## src/rtl/uart_pkg.sv

```systemverilog
// Shared types and helpers for the oversampling UART receiver.
package uart_pkg;

    typedef enum logic [2:0] {
        IDLE,
        START,
        DATA,
        PARITY,
        STOP
    } rx_state_t;

    localparam logic PARITY_EVEN = 1'b1;
    localparam logic PARITY_ODD  = 1'b0;

    typedef struct packed {
        logic brk;
        logic frm;
        logic par;
    } rx_status_t;

    function automatic logic maj3(input logic a, input logic b, input logic c);
        return (a & b) | (a & c) | (b & c);
    endfunction

endpackage

```

## src/rtl/uart_rx_fifo.sv

```systemverilog
// First-word-fall-through FIFO for received words plus status.
// Push while full is accepted only when a pop happens in the same cycle.
module uart_rx_fifo #(
    parameter int WIDTH = 11,
    parameter int DEPTH = 4
) (
    input  logic             clk,
    input  logic             rst,
    input  logic             push,
    input  logic [WIDTH-1:0] push_data,
    input  logic             pop,
    output logic [WIDTH-1:0] pop_data,
    output logic             full,
    output logic             empty
);
    localparam int AW = (DEPTH > 1) ? $clog2(DEPTH) : 1;

    logic [WIDTH-1:0] mem [DEPTH];
    logic [AW-1:0]    wr_ptr;
    logic [AW-1:0]    rd_ptr;
    logic [AW:0]      cnt;
    logic             do_push;
    logic             do_pop;

    assign full    = (cnt == (AW+1)'(DEPTH));
    assign empty   = (cnt == '0);
    assign do_pop  = pop && !empty;
    assign do_push = push && (!full || do_pop);
    assign pop_data = empty ? '0 : mem[rd_ptr];

    always_ff @(posedge clk) begin
        if (rst) begin
            wr_ptr <= '0;
            rd_ptr <= '0;
            cnt    <= '0;
        end else begin
            if (do_push) wr_ptr <= wr_ptr + 1'b1;
            if (do_pop)  rd_ptr <= rd_ptr + 1'b1;
            case ({do_push, do_pop})
                2'b10:   cnt <= cnt + 1'b1;
                2'b01:   cnt <= cnt - 1'b1;
                default: cnt <= cnt;
            endcase
        end
    end

    // Storage is not reset; empty gates the head output instead.
    always_ff @(posedge clk) begin
        if (do_push) mem[wr_ptr] <= push_data;
    end

endmodule

```

## src/rtl/uart_rx_os.sv

```systemverilog
// Oversampling UART receiver with 3-sample voting, per-word status and valid/ready output.
// Optional output FIFO selected by UART_RX_FIFO_EN; otherwise a single holding register.
module uart_rx_os
    import uart_pkg::*;
#(
    parameter int DATA_BITS  = 8,
    parameter int OVERSAMPLE = 16,
    parameter int STOP_BITS  = 1,
    parameter int FIFO_DEPTH = 4
) (
    input  logic                 clk,
    input  logic                 rst,
    input  logic                 sample_tick,
    input  logic                 rx,
    input  logic                 parity_enable,
    input  logic                 parity_mode,
    output logic [DATA_BITS-1:0] rx_data,
    output logic                 rx_valid,
    input  logic                 rx_ready,
    output logic                 parity_err,
    output logic                 frame_err,
    output logic                 break_det,
    output logic                 overrun_err,
    input  logic                 err_clr
);
    localparam int SW = $clog2(OVERSAMPLE);
    localparam int NW = $clog2(DATA_BITS + 1);
    localparam logic [SW-1:0] S_V0  = SW'(OVERSAMPLE/2 - 1);
    localparam logic [SW-1:0] S_V1  = SW'(OVERSAMPLE/2);
    localparam logic [SW-1:0] S_DEC = SW'(OVERSAMPLE/2 + 1);
    localparam logic [SW-1:0] S_END = SW'(OVERSAMPLE - 1);
    localparam logic [NW-1:0] N_DLAST = NW'(DATA_BITS - 1);
    localparam logic [NW-1:0] N_SLAST = NW'(STOP_BITS - 1);

    if (DATA_BITS < 5 || DATA_BITS > 9) begin : g_bad_data_bits
        $error("uart_rx_os: DATA_BITS must be 5..9");
    end
    if (OVERSAMPLE < 8 || (OVERSAMPLE % 2) != 0) begin : g_bad_oversample
        $error("uart_rx_os: OVERSAMPLE must be even and >= 8");
    end
    if (STOP_BITS < 1 || STOP_BITS > 2) begin : g_bad_stop_bits
        $error("uart_rx_os: STOP_BITS must be 1 or 2");
    end
    if (FIFO_DEPTH < 2 || (FIFO_DEPTH & (FIFO_DEPTH - 1)) != 0) begin : g_bad_fifo_depth
        $error("uart_rx_os: FIFO_DEPTH must be a power of 2 >= 2");
    end

    logic rx_m, rx_s;

    rx_state_t            state, state_nx;
    logic [SW-1:0]        s_q, s_nx;
    logic [NW-1:0]        n_q, n_nx;
    logic [1:0]           v_q, v_nx;
    logic [DATA_BITS-1:0] sh_q, sh_nx;
    logic                 pbit_q, pbit_nx;
    logic                 pen_q, pen_nx;
    logic                 pmode_q, pmode_nx;
    logic                 par_q, par_nx;
    logic                 frm_q, frm_nx;
    logic                 armed_q, armed_nx;

    logic                 vote, dec, bit_end, frm_fin;
    logic                 push;
    rx_status_t           push_st;
    logic                 ovr_set;
    rx_status_t           out_st;

    always_ff @(posedge clk) begin
        if (rst) begin
            rx_m <= 1'b1;
            rx_s <= 1'b1;
        end else begin
            rx_m <= rx;
            rx_s <= rx_m;
        end
    end

    always_ff @(posedge clk) begin
        if (rst) begin
            state   <= IDLE;
            s_q     <= '0;
            n_q     <= '0;
            v_q     <= 2'b11;
            sh_q    <= '0;
            pbit_q  <= 1'b0;
            pen_q   <= 1'b0;
            pmode_q <= 1'b0;
            par_q   <= 1'b0;
            frm_q   <= 1'b0;
            armed_q <= 1'b1;
        end else begin
            state   <= state_nx;
            s_q     <= s_nx;
            n_q     <= n_nx;
            v_q     <= v_nx;
            sh_q    <= sh_nx;
            pbit_q  <= pbit_nx;
            pen_q   <= pen_nx;
            pmode_q <= pmode_nx;
            par_q   <= par_nx;
            frm_q   <= frm_nx;
            armed_q <= armed_nx;
        end
    end

    always_comb begin
        state_nx = state;
        s_nx     = s_q;
        n_nx     = n_q;
        v_nx     = v_q;
        sh_nx    = sh_q;
        pbit_nx  = pbit_q;
        pen_nx   = pen_q;
        pmode_nx = pmode_q;
        par_nx   = par_q;
        frm_nx   = frm_q;
        armed_nx = armed_q;
        push     = 1'b0;
        push_st  = '0;

        vote    = maj3(v_q[0], v_q[1], rx_s);
        dec     = sample_tick && (s_q == S_DEC);
        bit_end = sample_tick && (s_q == S_END);
        frm_fin = frm_q | ~vote;

        if (sample_tick && state != IDLE) begin
            s_nx = (s_q == S_END) ? '0 : s_q + 1'b1;
            if (s_q == S_V0) v_nx[0] = rx_s;
            if (s_q == S_V1) v_nx[1] = rx_s;
        end

        case (state)
            IDLE: begin
                if (rx_s) armed_nx = 1'b1;
                if (sample_tick && armed_q && !rx_s) begin
                    state_nx = START;
                    s_nx     = '0;
                    n_nx     = '0;
                    pen_nx   = parity_enable;
                    pmode_nx = parity_mode;
                    par_nx   = 1'b0;
                    frm_nx   = 1'b0;
                    pbit_nx  = 1'b0;
                end
            end
            START: begin
                if (dec && vote) begin
                    state_nx = IDLE;
                end else if (bit_end) begin
                    state_nx = DATA;
                    n_nx     = '0;
                end
            end
            DATA: begin
                if (dec) sh_nx = {vote, sh_q[DATA_BITS-1:1]};
                if (bit_end) begin
                    if (n_q == N_DLAST) begin
                        state_nx = pen_q ? PARITY : STOP;
                        n_nx     = '0;
                    end else begin
                        n_nx = n_q + 1'b1;
                    end
                end
            end
            PARITY: begin
                if (dec) begin
                    pbit_nx = vote;
                    par_nx  = (pmode_q == PARITY_EVEN) ? ^{sh_q, vote} : ~^{sh_q, vote};
                end
                if (bit_end) state_nx = STOP;
            end
            STOP: begin
                if (dec) begin
                    frm_nx = frm_fin;
                    if (n_q == N_SLAST) begin
                        // Last stop bit: push at mid-bit so the next start edge is never missed.
                        push        = 1'b1;
                        push_st.par = par_q;
                        push_st.frm = frm_fin;
                        push_st.brk = (sh_q == '0) && !(pen_q && pbit_q) && frm_fin;
                        state_nx    = IDLE;
                        s_nx        = '0;
                        if (push_st.brk) armed_nx = 1'b0;
                    end
                end
                if (bit_end && n_q != N_SLAST) n_nx = n_q + 1'b1;
            end
            default: state_nx = IDLE;
        endcase
    end

`ifdef UART_RX_FIFO_EN
    localparam int FW = DATA_BITS + 3;

    logic [FW-1:0] head;
    logic          fifo_full, fifo_empty, fifo_pop;

    assign fifo_pop = !fifo_empty && rx_ready;

    uart_rx_fifo #(
        .WIDTH (FW),
        .DEPTH (FIFO_DEPTH)
    ) u_fifo (
        .clk       (clk),
        .rst       (rst),
        .push      (push),
        .push_data ({push_st, sh_q}),
        .pop       (fifo_pop),
        .pop_data  (head),
        .full      (fifo_full),
        .empty     (fifo_empty)
    );

    assign ovr_set  = push && fifo_full && !fifo_pop;
    assign rx_valid = !fifo_empty;
    assign rx_data  = head[DATA_BITS-1:0];
    assign out_st   = rx_status_t'(head[FW-1 -: 3]);
`else
    logic                 hold_vld;
    logic [DATA_BITS-1:0] hold_dat;
    rx_status_t           hold_st;
    logic                 hold_pop;

    assign hold_pop = hold_vld && rx_ready;
    assign ovr_set  = push && hold_vld && !rx_ready;

    always_ff @(posedge clk) begin
        if (rst) begin
            hold_vld <= 1'b0;
            hold_dat <= '0;
            hold_st  <= '0;
        end else if (push && (!hold_vld || hold_pop)) begin
            hold_vld <= 1'b1;
            hold_dat <= sh_q;
            hold_st  <= push_st;
        end else if (hold_pop) begin
            hold_vld <= 1'b0;
        end
    end

    assign rx_valid = hold_vld;
    assign rx_data  = hold_dat;
    assign out_st   = hold_st;
`endif

    assign parity_err = out_st.par;
    assign frame_err  = out_st.frm;
    assign break_det  = out_st.brk;

    // A new overrun beats a simultaneous clear.
    always_ff @(posedge clk) begin
        if (rst)          overrun_err <= 1'b0;
        else if (ovr_set) overrun_err <= 1'b1;
        else if (err_clr) overrun_err <= 1'b0;
    end

endmodule

```

## config.mk

```make
export PLATFORM = sky130hd
export DESIGN_NAME = uart_rx_os
export DESIGN_NICKNAME = d
export VERILOG_FILES = /design/src/rtl/uart_pkg.sv /design/src/rtl/uart_rx_fifo.sv /design/src/rtl/uart_rx_os.sv
export SDC_FILE = /design/constraint.sdc
export NUM_CORES = 1
export LEC_CHECK = 0
export ABC_CLOCK_PERIOD_IN_PS = 4400
export CORE_UTILIZATION = 55
export CTS_CLUSTER_DIAMETER = 80
export DETAILED_ROUTE_END_ITERATION = 7
export GPL_TIMING_DRIVEN = 0
export PLACE_DENSITY_LB_ADDON = 0.12
export SLEW_MARGIN = 20
export SYNTH_ARGS = -nofsm -noshare
export SYNTH_HDL_FRONTEND = slang
export SYNTH_SLANG_ARGS = --single-unit
```

## constraint.sdc

```tcl
create_clock -name clk -period 4.4 [get_ports clk]
set_input_delay 0.44 -clock clk [delete_from_list [all_inputs] [get_ports clk]]
set_output_delay 0.44 -clock clk [all_outputs]
set_load 0.005 [all_outputs]
```

==> results.md <==
* DR vias/cell at approximately 5.7
* Area share of the largest cell type after synthesis at 0.402
* Delay-heaviest family, CP: simple AND/OR/NAND/NOR gates
* DIE HEIGHT at around 64 um
* Final slew viol count at 0
* Max Fclk at just under 0.5 GHz
* Xor/xnor share of the synthesized area at 0.0526
* Ys async rst share at 0
* CTS clk-pin slew, worst paths at ~0.08 ns
* Post-Syn Nets at approximately 250
* FF-to-FF setup slack at around 2.4 ns
* CP required at roughly 4.6 ns
* Hold WC Path Type: reg -> reg
* Sequential cell area fraction in the yosys report at 0.402
* Cts hold-fix bufs at 0
* Delay of the slowest critical-path stage at approximately 0.45 ns
* Endpoints failing setup at 0
* Clock Path Buffers at 2
* Count of cell types in the netlist at 53
* TritonCTS Buffers at 5
* H-tree depth at 2
* Finished Cell Area at between 2000 and 2500 um^2
* Synth top area cells: dfxtp_1 40%, mux2i_1 6.2%, a21oi_1 4.3%, nand3_1 4.3%, nor2_1 4.3%
* Vias in the first global route at between 1.5k and 2k
* FF-to-FF path depth at 7
* # IOs at 21
* First-pass GRT wire length at 7190 um
* Core Area at between 3000 and 4000 um^2
* Drt pass-1 iters at 4
* Hold Vio Cnt, Final at 0
* Worst r2r dst: parity_err
* RSZ-0062 raised after global routing: false
* Status: finished clean
* Compound-Gate Fraction of Synth Area at 0.147
* Hold WS at ~0.42 ns
* Hold Path Sink: rx_s
* Synth Cell Area at 2090 um^2
* Critical hold path startpoint: rx_m
* Setup tns final at 0 ns
* Fill cell count at ~320
* Pwr Total at around 0.0007 W
* Synth Instances at roughly 230
* Post-Route WL at 4250 um
* Element type at the critical path end: flip-flop
* Synth warn at 0
* Worst-path cell chain: inv_1 -> ha_1 -> nor3b_1 -> and4_1 -> nand2_1 -> mux2i_1 -> nor2_1
* Synth area leader: dfxtp_1
* CP Buf/Inv Count at 1
* DP HPWL at 3090 um
* Synth Flop Type: dfxtp_1
* Simple-gate portion of the synthesized area at 0.246
* Clock root buffer: clkbuf_8
* Mean Syn Cell Area at between 9 and 10 um^2
* Switching Power at 0.000154 W
* Minimum clock period at ~2 ns
* Max Clock Skew at 0.00749 ns
* Crit Path Category: reg -> reg
* Adder-cell share of the synthesized area at 0.0365
* Part of the power in combinational logic at 0.043
* Fin nets at 270
* Starting Density at 0.572
* Max-slew headroom at 0.651
* Net Sw Frac at 0.215
* # clock sinks at 42
* Reg power frac at 0.535
* PortBufs at 18
* Post-CTS Setup Bufs at 0
* Share of layout cells above drive strength 1 at 0.0969
* CP max FO at 10
* Worst hold stages at 1
* Die area at between 4000 and 5000 um^2
* Antenna violations before repair at 0
* Number of inserted diodes at 0
* Area Growth Syn to Fin at 16.7%
* Critical path arrival at roughly 2.2 ns
* Worst slew pin tran at approximately 0.52 ns
* Post-synth EDFFs at 0
* Largest net degree at the start of global routing at 14
* Die W at between 60 and 70 um
* Non-Filler Instances at roughly 300
* R2R Path Start: n_q[0]
* Period utilisation layout at 0.457
* ANT nets after route at 0
* Gr ovfl total at 0
* Max VDD drop at 192 uV
* Site Rows at 22
* Vias at 1733
* Wire per inst at about 14 um
* Placed insts at 298
* Skew-Pair Late Insertion Delay at ~0.3 ns
* Type of origin of the critical path: flip-flop
* Number of max-cap violations at 0
* CTS resizes at 0
* Dpl cell area at around 2300 um^2
* Multiplexer share of the synthesized area at 0.0729
* Internal Power at around 0.00056 W
* Leak Pwr at ~0.93 nW
* Cell at the slowest stage of the critical path: nor3b_1
* DRC Markers at 0
* Iteration-0 DRC Markers at around 100
* GRT Total Usage at 0.232
* Power per cell area at 294 nW/um^2
* Synth Register Bits at 42
* Placer Congestion at between 0.8 and 0.9
* CTS tree: yes
* Clock power share at 0.422
* Largest family of logic cells by synthesized area: simple AND/OR/NAND/NOR gates
## metrics by stage
step,setup slack [ns],utilization
after global placement,2.44,0.637
after detailed placement,2.43,0.637
after global routing,2.24,0.667
after floorplan,2.58,-
final,2.39,0.667
after CTS,2.41,0.667
## placed cells by master, fill, tap and decap left out, drive strengths merged, types with 4 or more instances in the layout
cell	instances
dfxtp	42
nor2	24
nand3	18
a21oi	18
clkdlybuf4s50	18
nand2	17
mux2i	13
clkbuf	12
inv	8
o21ai	8
xnor2	6
buf	6
nand4	5
ha	5
nor2b	5
xor2	4
nand2b	4
or4	4
## layout make-up
cell class / instances / area, um^2 / area share
repair buffers: 18 / 180 / 0.0737
well taps: 48 / 60.1 / 0.0246
plain buffers: 12 / 61.3 / 0.0251
multi-input cells: 170 / 1160 / 0.475
clock buffers: 6 / 72.6 / 0.0297
clock inverters: 2 / 37.5 / 0.0154
inverters: 8 / 30.0 / 0.0123
flip-flops and latches: 42 / 841 / 0.344
## state kept, by name, summed over array words and instances, names as in the netlist, 2 cells and up
name / cells
v_q: 2
sh_q: 8
rx_data: 8
s_q: 4
n_q: 4
state: 3
## cell families after synthesis
kind of cell             Yosys count
multiplexers                      15
buffers and inverters             20
AND/OR/NAND/NOR                   96
XOR/XNOR                          11
flip-flops                        42
AO/OA/AOI/OAI                     42
adder cells (fa/ha/maj)            6
## layer usage
layer,share of wire,GRT usage,vias up
li1,-,-,878
met1,0.49,0.321,795
met2,0.44,0.350,51
met3,0.056,0.0380,9
met4,0.019,0.111,0
met5,0,0,-
## worst register-to-register path, delay by kind of cell, from the launching register on
kind / cells / cell delay [ns]
DFF: 1 / 0.35
muxes: 1 / 0.26
adders and majority gates: 1 / 0.13
buffers and inverters: 1 / 0.07
and+or+nand+nor: 4 / 1.09
## synth_stat cells (all sizes together) (6+ instances only)
cell type,instances
xnor2,6
dfxtp,42
clkbuf,6
nand2,17
o21ai,8
inv,8
nor2,24
nand3,18
mux2i,13
buf,6
a21oi,18
## power groups by stage
stage                     clock network (W)   logic, W  registers [W]
after global routing               0.000323  0.0000345       0.000384
after detailed placement                  0  0.0000303       0.000393
after CTS                          0.000308  0.0000306       0.000384
after global placement                    0  0.0000305       0.000393
after floorplan                           0  0.0000204       0.000392
final                              0.000303  0.0000309       0.000384
## worst max-delay path by stage
stage                      end    from  cells after the start
floorplan             state[1]  s_q[1]                      8
detailed placement  parity_err  n_q[0]                      7
global route            n_q[1]  s_q[0]                      6
global placement     break_det  n_q[0]                      7
finish              parity_err  n_q[0]                      7
CTS                     n_q[1]  s_q[0]                      6
Note: power is estimated with default switching activity, not from simulation.
